[src/rtl/debounce_fsm_if.sv]
// Signal bundle between the switch debouncer and its neighbours: the synchronized
// switch level and counter clear flow in, the clean level, ticks and bounce count flow out.
interface debounce_fsm_if;
   logic       sw_sync;
   logic       clr;
   logic       db_level;
   logic       db_tick_rise;
   logic       db_tick_fall;
   logic [7:0] bounce_cnt;

   modport master (
      output sw_sync,
      output clr,
      input  db_level,
      input  db_tick_rise,
      input  db_tick_fall,
      input  bounce_cnt
   );

   modport slave (
      input  sw_sync,
      input  clr,
      output db_level,
      output db_tick_rise,
      output db_tick_fall,
      output bounce_cnt
   );
endinterface

[src/rtl/debounce_fsm.sv]
// Switch debouncer: a four-state FSM with an N-bit down-counter stability window,
// clean level plus rise/fall ticks, and a saturating count of rejected bounces.
module debounce_fsm #(
   parameter int unsigned N = 20
) (
   input  logic          clk,
   input  logic          reset,
   debounce_fsm_if.slave bus
);

   // One-hot encoding leaves spare codes so corrupted state is detectable.
   typedef enum logic [3:0] {
      ZERO  = 4'b0001,
      WAIT1 = 4'b0010,
      ONE   = 4'b0100,
      WAIT0 = 4'b1000
   } state_t;

   logic [3:0]   state_q;
   state_t       state_d;
   logic [N-1:0] q_q;
   logic [N-1:0] q_d;
   logic         rise_q;
   logic         rise_d;
   logic         fall_q;
   logic         fall_d;
   logic         bounce;
   logic [7:0]   cnt_q;

   always_ff @(posedge clk) begin
      if (reset) begin
         state_q <= ZERO;
         q_q     <= '0;
         rise_q  <= 1'b0;
         fall_q  <= 1'b0;
      end else begin
         state_q <= state_d;
         q_q     <= q_d;
         rise_q  <= rise_d;
         fall_q  <= fall_d;
      end
   end

   // Clear has priority over a bounce landing on the same edge.
   always_ff @(posedge clk) begin
      if (reset || bus.clr) begin
         cnt_q <= '0;
      end else if (bounce && (cnt_q != 8'hFF)) begin
         cnt_q <= cnt_q + 8'd1;
      end
   end

   always_comb begin
      state_d = ZERO;
      q_d     = q_q;
      rise_d  = 1'b0;
      fall_d  = 1'b0;
      bounce  = 1'b0;
      case (state_q)
         ZERO: begin
            if (bus.sw_sync) begin
               state_d = WAIT1;
               q_d     = '1;
            end else begin
               state_d = ZERO;
            end
         end
         WAIT1: begin
            if (!bus.sw_sync) begin
               state_d = ZERO;
               bounce  = 1'b1;
            end else if (q_q == '0) begin
               state_d = ONE;
               rise_d  = 1'b1;
            end else begin
               state_d = WAIT1;
               q_d     = q_q - N'(1);
            end
         end
         ONE: begin
            if (!bus.sw_sync) begin
               state_d = WAIT0;
               q_d     = '1;
            end else begin
               state_d = ONE;
            end
         end
         WAIT0: begin
            if (bus.sw_sync) begin
               state_d = ONE;
               bounce  = 1'b1;
            end else if (q_q == '0) begin
               state_d = ZERO;
               fall_d  = 1'b1;
            end else begin
               state_d = WAIT0;
               q_d     = q_q - N'(1);
            end
         end
         default: begin
            state_d = ZERO;
         end
      endcase
   end

   assign bus.db_level     = (state_q == ONE) || (state_q == WAIT0);
   assign bus.db_tick_rise = rise_q;
   assign bus.db_tick_fall = fall_q;
   assign bus.bounce_cnt   = cnt_q;

endmodule

[src/flat_wrapper.sv]
// flat-port wrapper written by rule: the top's interface ports become plain ports
module debounce_fsm_flat 
#(
   parameter int unsigned N = 20
)
  (clk, reset, bus_sw_sync, bus_clr, bus_db_level, bus_db_tick_rise, bus_db_tick_fall, bus_bounce_cnt);
  debounce_fsm_if bus_i ();
  input  logic clk;
  input  logic reset;
  input wire logic [$bits(bus_i.sw_sync)-1:0] bus_sw_sync;
  input wire logic [$bits(bus_i.clr)-1:0] bus_clr;
  output wire logic [$bits(bus_i.db_level)-1:0] bus_db_level;
  output wire logic [$bits(bus_i.db_tick_rise)-1:0] bus_db_tick_rise;
  output wire logic [$bits(bus_i.db_tick_fall)-1:0] bus_db_tick_fall;
  output wire logic [$bits(bus_i.bounce_cnt)-1:0] bus_bounce_cnt;
  assign bus_i.sw_sync = bus_sw_sync;
  assign bus_i.clr = bus_clr;
  assign bus_db_level = bus_i.db_level;
  assign bus_db_tick_rise = bus_i.db_tick_rise;
  assign bus_db_tick_fall = bus_i.db_tick_fall;
  assign bus_bounce_cnt = bus_i.bounce_cnt;
  debounce_fsm #(.N(N)) u_core (.clk(clk), .reset(reset), .bus(bus_i));
endmodule
[config.mk]
export PLATFORM = sky130hd
export DESIGN_NAME = debounce_fsm_flat
export DESIGN_NICKNAME = d
export VERILOG_FILES = /design/src/rtl/debounce_fsm_if.sv /design/src/rtl/debounce_fsm.sv /design/src/flat_wrapper.sv
export SDC_FILE = /design/constraint.sdc
export NUM_CORES = 1
export LEC_CHECK = 0
export BUFFER_PORTS_ARGS = -buffer_cell sky130_fd_sc_hd__buf_2
export CAP_MARGIN = 0
export CORE_MARGIN = 2
export CORE_UTILIZATION = 63
export CTS_BUF_LIST = sky130_fd_sc_hd__clkbuf_16
export DETAILED_ROUTE_END_ITERATION = 6
export HOLD_SLACK_MARGIN = 0.1
export MAX_ROUTING_LAYER = met4
export PLACE_DENSITY = 0.94
export SYNTH_ARGS = -nofsm -noshare
export SYNTH_HDL_FRONTEND = slang
export SYNTH_SLANG_ARGS = --single-unit
[constraint.sdc]
create_clock -name clk -period 4.4 [get_ports clk]
set_input_delay 0.66 -clock clk [delete_from_list [all_inputs] [get_ports clk]]
set_output_delay 0.66 -clock clk [all_outputs]
set_load 0.01 [all_outputs]
# == After elaboration in Yosys (flattened, before gate mapping) ==
# Index checks and enable logic that the tools add are counted.
# word_totals
reg_bits,34
# classes
bitwise,3
reduce_logical,8
add_sub_neg,2
muxes,17
n_eq_ne,9
# op_table
cell,n
two-way mux 20 bit,5
one-hot mux 20 bit (4 select lines),1
zero test 20 bit,1
subtractor 20 x 1 -> 20 bit (second input constant),1
two-way mux 4 bit,4
one-hot mux 4 bit (4 select lines),1
adder 8 x 1 -> 8 bit (second input constant),1
inequality test 2 bit (second input constant),4
inequality test 8 bit (second input constant),1
OR reduction 3 bit,2
AND reduction 5 bit,1
== test 4 x 1 -> 1 bit (second input constant),1
== test 4 x 2 -> 1 bit (second input constant),1
== test 4 x 3 -> 1 bit (second input constant),1
== test 4 bit (second input constant),1
nonzero test 4 bit,1
two-way mux 1 bit,3
two-way mux 3 bit,1
inverter 1 bit,3
logical OR 1 bit,2
two-way mux 2 bit,1
one-hot mux 1 bit (2 select lines),1
logical AND 1 bit,1

# == Logic depth before layout (Yosys ltp) ==
# Gate-level depths: netlist of run 1.
# logic_depth
depth_word,4
mapped_depth,8
mapped_depth_nobuf,7

# == Worst setup path after synthesis of run 1 ==
# OpenSTA, ideal clock, no wires.
# synth_path
path_kind,register -> register
startpoint,register u_core.q_q[10]
endpoint,register u_core.q_q[17]
t_required_ns,4.314
stages_incl_launch_ff,7
setup_time_ns,0.086
n_path_buf,1
t_arrival_ns,2.103
period_less_slack_ns,2.188
setup_slack_ns,2.212
path_cell_list,dfxtp_1 > buf_6 > or4_4 > or3_4 > or3_1 > o311a_1 > a211oi_1
# synth_between
elab_chain_len,4
word_cells_on_any_way,6
# synth_lines
item,line_no,source
from (decl),debounce_fsm.sv:21,logic [N-1:0] q_q;
from (signal assigned),debounce_fsm.sv:38,q_q <= q_d;
subtractor 20 x 1 -> 20 bit / zero test 20 bit (equally long branches),-,
two-way mux 20 bit *,"debounce_fsm.sv:72, debounce_fsm.sv:92",
two-way mux 20 bit (on tied branches),"debounce_fsm.sv:89, debounce_fsm.sv:69",
one-hot mux 20 bit (4 select lines) *,debounce_fsm.sv:59,case (state_q)
# Mark *: on every way between the ends. The rest lies on a longest branch, timed or not. The select of a mux whose other input is x is not followed.
# A chain may end at the register's enable or synchronous reset.

# == Worst setup path in the final report of run 1 ==
# layout_path
startpoint,register u_core.q_q[3]
endpoint,register u_core.q_q[14]
# The elaborated chain is that of the path after synthesis.

==> results.md, run 1 <==
- Gp weighted congestion: 0.8891
- Post-CTS Setup Bufs: 0
- DRC viols: 0
- First-pass detailed-route iteration total: 4
- Largest net degree at the start of global routing: 26
- First DRT Iteration DRCs: 114
- Crit-path leading delay family: simple AND/OR/NAND/NOR gates
- Die Area: roughly 0.0034 sq mm
- Vias/cell: roughly 6.7
- CTS tree: yes
- Worst-path maximum fanout: 8
- First-pass GRT wire length: ~7 mm
- Clk_lat worst skew: about 280 ps
- Final setup margin: slightly below 2000 ps
- Fillers: 212
- Final min period: 2438 ps
- Seq pwr share: approximately 44%
- Critical path type: flop to flop
- Synth Warn #: 0
- Clock Path Buffers: 2
- Switch share: 28.02%
- Pwr per Cell Area: 396.0 mW/mm^2
- Row count: 19
- Crit path launch: u_core.q_q[3]$_SDFFE_PP0P_
- Predominant post-synthesis flop cell: dfxtp_1
- Sequential share of the synthesized area: approximately 37%
- Max VDD drop: approximately 0.32 mV
- Crit Reg-Reg Startpoint: u_core.q_q[3]$_SDFFE_PP0P_
- Grt ovf: 0
- Die X: between 50 and 60 microns
- Gates resized, CTS repair: 0
- Starting Density: 67.03%
- Root Driver: clkbuf_16
- Synth Instances: 226
- Final wirelength: ~4.3 mm
- Total Neg Setup Slack: 0 ps
- Final Setup Violations: 0
- Multi-input gate area: about 0.0011 sq mm
- Initial antenna violation count: 0
- Cell area after synthesis: 0.001864 sq mm
- Hold Path Class: flop to flop
- GRT Total Usage: approximately 28%
- Max frequency: just over 400 MHz
- Asr flop ratio synth: 0%
- Internal: about 590 uW
- Beginning of the worst hold path: u_core.bus.bounce_cnt[1]$_SDFFE_PP0P_
- Fraction of layout cells with a size suffix above 1: between 10% and 20%
- Core area: 0.002781 sq mm
- Switch Pwr: between 200 and 250 uW
- Synth Net Count: roughly 230
- Post-CTS Hold Fix Bufs: 0
- Syn_area_per_cell: between 8 and 9 sq um
- Layout area overhead: 10.13%
- Critical Path Sink Type: flop
- Post-route ant nets: 0
- Worst-Margin Slew: between 1000 and 1500 ps
- Post-route clock period utilization: 55.41%
- RSZ-0062 raised after global routing: false
- Required time worst endpoint: 4610 ps
- Post-synth cell types: just under 50
- CTS H-tree lvls: 2
- CP startpoint kind: flop
- Vias: 1784
- Fin nets: around 240
- Worst slew margin: 22.89%
- Flops & latches, synth: 34
- CTS Sinks: 34
- Combinational share of power: around 15%
- Critical path, cell by cell: or3_1 -> nor4_4 -> o21ai_0 -> or4_2 -> a31oi_1
- Worst Skew: 5.512 ps
- Post-Place Worst Slack: around 1900 ps
- Final Hold Fails: 0
- Io pins: 15
- Vias in the first global route: approximately 1700
- Number of buffers inserted during clock tree synthesis: 5
- Reg area: slightly below 700 sq um
- Leakage: between 0.7 and 0.8 nW
- IO buf count: 14
- Maxcap violations: 0
- Die extent in y: just under 60 microns
- Wirelength per Cell: roughly 16 microns
- Clock transition at path regs: roughly 60 ps
- Max stage delay on crit path: roughly 640 ps
- WP buf/inv: 0
- Outcome: completed
- Slowest-stage cell, CP: or4_2
- Dpl hpwl: around 2.7 mm
- Antenna diodes: 0
- Critical Path AT: approximately 2600 ps
- EDFF count, synth: 0
- Clock network power share: around two fifths
- Slew Limit Fails: 0
[synth_stat cells (3+ instances only)]
library cell  number  area share, %
a21oi_1           10            2.7
a31o_2             5            2.3
a31oi_1           15            5.0
clkbuf_1          10            2.0
dfxtp_1           34             37
inv_1             10            2.0
nand2_1            8            1.6
nand2b_1           3            1.0
nand3_1            5            1.3
nand3b_1           3            1.2
nand4_1            6            2.0
nand4b_1           4            1.9
nor2_1            23            4.6
nor3_1            10            2.7
nor3b_1            3            1.2
nor4_1             9            3.0
o21ai_0            7            1.9
o31ai_1            4            1.6
o41ai_1            4            1.9
or3_1              3            1.0
or4_1              5            2.0
xnor2_1            7            3.3
[layout make-up]
| class | count | share of cell area [%] |
|---|---|---|
| clock inverters | 3 | 0.7922 |
| well taps | 31 | 1.889 |
| flip-flops and latches | 34 | 33.15 |
| inverters | 10 | 1.828 |
| multi-input cells | 168 | 52.83 |
| repair buffers | 14 | 3.413 |
| clock buffers | 5 | 6.094 |
[power by group through the flow]
stage | combinational, mW | sequential (mW) | clock [mW]
floorplan | 0.103 | 0.353 | 0
global placement | 0.112 | 0.362 | 0
detailed placement | 0.117 | 0.362 | 0
CTS | 0.117 | 0.357 | 0.340
global route | 0.133 | 0.362 | 0.351
finish | 0.119 | 0.358 | 0.337
[final timing paths]
kind                                                         endpoint  slack (ps)  depth (start not counted)
worst max register to register            u_core.q_q[14]$_SDFFE_PP0P_        1960                          5
worst min register to register  u_core.bus.bounce_cnt[1]$_SDFFE_PP0P_         510                          2
worst min-delay path            u_core.bus.bounce_cnt[1]$_SDFFE_PP0P_         510                          2
worst max-delay path                      u_core.q_q[14]$_SDFFE_PP0P_        1960                          5
[sequential cells by signal (all words and copies together) (netlist names)]
name,count
u_core.q_q,20
u_core.bus.db_tick_fall,1
u_core.bus.db_tick_rise,1
u_core.bus.bounce_cnt,8
u_core.state_q,4
[stage by stage]
stage | area (sq um) | power (mW) | hold WS, ps | utilization (%) | cells
after floorplan | 1864 | 0.4559 | 462.2 | - | 226
final | 2053 | 0.8130 | 506.8 | 73.82 | 265
after detailed placement | 1912 | 0.4790 | 497.4 | 68.74 | 257
after global routing | 2053 | 0.8458 | 530.2 | 73.82 | 265
after global placement | 1912 | 0.4733 | 493.6 | 68.74 | 257
after CTS | 2053 | 0.8141 | 505.1 | 73.82 | 265
[layer usage]
layer / wire, microns / GRT usage (%)
met1: 1768 / 34.67
met2: 2159 / 43.82
met3: 303 / 7.912
met4: 57 / 12.62
met5: 0 / -
[cells in the final DEF (no fill, tap or decap), types with 2 or more instances in the layout]
master,instances
o31ai_1,4
a31o_2,5
dfxtp_1,34
nand2_1,8
a211oi_1,2
a31oi_1,15
o21ai_1,2
or3_1,3
xor2_1,2
nor2_1,23
and2_0,2
and3_1,2
nor3_1,10
o41ai_1,4
or4_2,2
nand2b_1,3
o21ai_0,7
clkbuf_16,5
nor3b_1,3
nor4_1,9
or2_2,2
or4_1,5
buf_2,14
a21oi_1,10
nand3b_1,3
nor2b_1,2
nand3_1,5
xnor2_1,7
o21a_1,2
inv_1,10
nand4b_1,4
ha_1,2
nand4_1,6
[worst reg2reg max path, cell delays in order, from the launching register on]
cell,delay (ps)
dfxtp_1,350
or3_1,490
nor4_4,340
o21ai_0,360
or4_2,640
a31oi_1,180
[cell families (layout without fill, tap and decap cells)]
group	Yosys count	count (layout)	share of synthesized area, %
AND/OR/NAND/NOR	101	101	32.48
AO/OA/AOI/OAI	56	56	20.13
flip-flops	34	34	36.51
buffers and inverters	24	32	5.302
XOR/XNOR	9	9	4.228
adder cells (fa/ha/maj)	2	2	1.342
Note: power is estimated with default switching activity, not from simulation.
==> run 2: changes to the inputs <==
- ABC_AREA: not set -> 1
- CORE_UTILIZATION: 63 -> 60
- PLACE_DENSITY: 0.94 -> 0.9
- clock period: 4.4 -> 2.29 ns (I/O delays scaled with it)
==> results.md, run 2 <==
- Outcome: completed
- Final wirelength: 4.676 mm (+9.0%)
- Final instance area: 0.002371 sq mm (+15%)
- Syn_area_per_cell: 6.599 sq um (-20%)
- Worst-Margin Slew: 559.6 ps (-589.4 ps)
- Asr flop ratio synth: 0% (unchanged)
- Max reg flops: 20 (unchanged)
- Critical Path Sink Type: flop
- Post-route clock period utilization: 83.78% (+28 points)
- Leakage: 1.011 nW (+39%)
- Area of placed instances: 0.002230 sq mm (+17%)
- Hold Path Class: input pin to flop
- Final Hold Fails: 0 (unchanged)
- Most common cell after layout, fill and taps aside: nand2_1
- Root Driver: clkbuf_16
- Hold_ws: 328.9 ps (-177.9 ps)
- Cell taking the most area after synthesis: dfxtp_1
- Post-synth cell types: 30 (-39%)
- Final setup margin: 371.4 ps (-1591 ps)
- CTS Sinks: 34 (unchanged)
- Predominant post-synthesis flop cell: dfxtp_1
- CTS tree: yes
- Met3 wire length: 183 microns (-40%)
- Clock Path Buffers: 2 (unchanged)
- DR WL met2: 2.182 mm (+1.1%)
- Worst slew margin: 62.69% (+40 points)
- Cell area after synthesis: 0.002145 sq mm (+15%)
- Critical path type: flop to flop
- Area contributors post-synth: dfxtp_1 32%, nand2_1 16%, nand3_1 9.1%, nor2_1 6.1%, inv_1 4.6%
- CP startpoint kind: flop
- Final min period: 1919 ps (-519.4 ps)
- Vias: 2069 (+16%)
- DRC viols: 0 (unchanged)
- First DRT Iteration DRCs: 120 (+5.3%)
- Clk_lat worst skew: 280 ps (about the same)
- Top-count cell post-synth: nand2_1
- Antenna diodes: 0 (unchanged)
- Layout area overhead: 10.56%
- Clock transition at path regs: 50 ps (about the same)
- DR top layer: met4
- Pwr per Cell Area: 771.7 mW/mm^2 (+95%)
- Wire length on met1: 2.250 mm (+27%)
- Synth Instances: 325 (+44%)
- First-pass GRT wire length: 8.314 mm (+16%)
- Final Setup Violations: 0 (unchanged)
- CTS H-tree lvls: 2 (unchanged)
- Gp weighted congestion: 0.9090 (+2.2%)
- Most frequent cells in the layout: 90 x nand2_1, 39 x nand3_1, 35 x nor2_1, 34 x dfxtp_1, 26 x inv_1
- Total Neg Setup Slack: 0 ps (unchanged)
- Grt ovf: 0 (unchanged)
- Fraction of layout cells with a size suffix above 1: 18.77% (+3.8 points)
- Maxcap violations: 0 (unchanged)
- Core area: 0.003390 sq mm (+22%)
- Post-route ant nets: 0 (unchanged)
- Required time worst endpoint: 2500 ps (-2110 ps)
- RSZ-0062 raised after global routing: false
- Initial antenna violation count: 0 (unchanged)
- Placed insts: 379 (+47%)
- Die Area: 0.004069 sq mm (+19%)
- EDFF count, synth: 0 (unchanged)
- Non-filler cells, final: 387 (+46%)
- Post-CTS Hold Fix Bufs: 0 (unchanged)
- Worst reg2reg path depth: 9 (+4)
- Vias in the first global route: 1898 (+14%)
- Largest net degree at the start of global routing: 25 (-3.8%)
- Starting Density: 63.27% (-3.8 points)
- Synth Net Count: 331 (+43%)
- Reg with most FFs: u_core.q_q
- Row count: 21 (+2)
- Number of buffers inserted during clock tree synthesis: 5 (unchanged)
- Dpl hpwl: 3.408 mm (+25%)
- Flops & latches, synth: 34 (unchanged)
- Power Total: 1.830 mW (+130%)
- Share of the synthesized area in the top cell type: 31.74% (-4.8 points)
- Io pins: 15 (unchanged)
- Post-Place Worst Slack: 374.1 ps (-1511 ps)
- GRT Total Usage: 26.11% (-2.3 points)
- Synth Warn #: 0 (unchanged)
- Wirelength per Cell: 12.08 microns (-25%)
- Vias/cell: 5.346 (-21%)
- Hold Path Depth: 4 (+2)
- Synth cell count leaders: 90 x nand2_1, 39 x nand3_1, 35 x nor2_1
- Sequential share of the synthesized area: 31.74% (-4.8 points)
- Post-CTS Setup Bufs: 0 (unchanged)
- Final Util: 69.95% (-3.9 points)
- Gates resized, CTS repair: 0 (unchanged)
- Max frequency: 521.2 MHz (+27%)
- Critical Path AT: 2130 ps (-510 ps)
- Worst-path maximum fanout: 12 (+4)
- IO buf count: 14 (unchanged)
- Fin nets: 346 (+45%)
- Die extent in y: 63.79 microns (+9.2%)
- Worst Skew: 4.414 ps (-1.098 ps)
- Max VDD drop: 0.6222 mV (+94%)
- Die X: 63.79 microns (+9.2%)
- Slew Limit Fails: 0 (unchanged)
- First-pass detailed-route iteration total: 4 (unchanged)
==> run 2: cell types whose count changed after synthesis, sizes merged, moves of 9 or more <==
cell | previous run | this run
nor4 | 10 | 1
nor2 | 23 | 46
nand2 | 8 | 105
inv | 10 | 27
a21oi | 10 | 29
nand3 | 5 | 39
a31oi | 15 | 0
==> run 2: worst max-delay path: stages (launching register included) <==
cell	delay (ps)
dfxtp_1	350
inv_1	90
ha_1	290
nand2_2	180
nor2_4	70
nand3_1	120
nor2_1	60
nor2_2	400
nand2_1	140
a21oi_2	140
==> run 2: layout make-up <==
cell class,instances,area [sq um]
Fill cell,268,1018
Tap cell,46,57.56
Timing Repair Buffer,15,77.57
Multi-Input combinational cell,256,1309
Inverter,28,105.1
Clock buffer,5,125.1
Clock inverter,3,16.27
Sequential cell,34,680.7
==> run 2: final timing paths <==
check | from | end | slack (ps)
min | bus_clr | u_core.bus.bounce_cnt[0]$_SDFFE_PP0P_ | 330
max reg2reg | u_core.q_q[0]$_SDFFE_PP0P_ | u_core.q_q[14]$_SDFFE_PP0P_ | 370
min reg2reg | u_core.q_q[1]$_SDFFE_PP0P_ | u_core.q_q[1]$_SDFFE_PP0P_ | 490
max | u_core.q_q[0]$_SDFFE_PP0P_ | u_core.q_q[14]$_SDFFE_PP0P_ | 370
==> run 2: cells by family after synthesis <==
kind of cell / count (synthesis) / synth area share, %
DFF: 34 / 31.74
and+or+nand+nor: 212 / 46.91
buffers and inverters: 35 / 7.234
xor gates and xnor gates: 7 / 2.859
AOI/OAI and AO/OA: 35 / 10.09
adders and majority gates: 2 / 1.167
==> run 2: metal layers <==
| metal | global-route usage [%] | vias to the layer above |
|---|---|---|
| met3 | 5.986 | 5 |
| met2 | 41.41 | 43 |
| met1 | 32.96 | 928 |
| li1 | - | 1093 |
| met4 | 8.424 | 0 |
| met5 | - | - |
==> run 2: power by group <==
part / switching [mW] / internal, mW
sequential: 0.0739 / 0.649
clock: 0.245 / 0.396
combinational: 0.312 / 0.154
total: 0.631 / 1.20
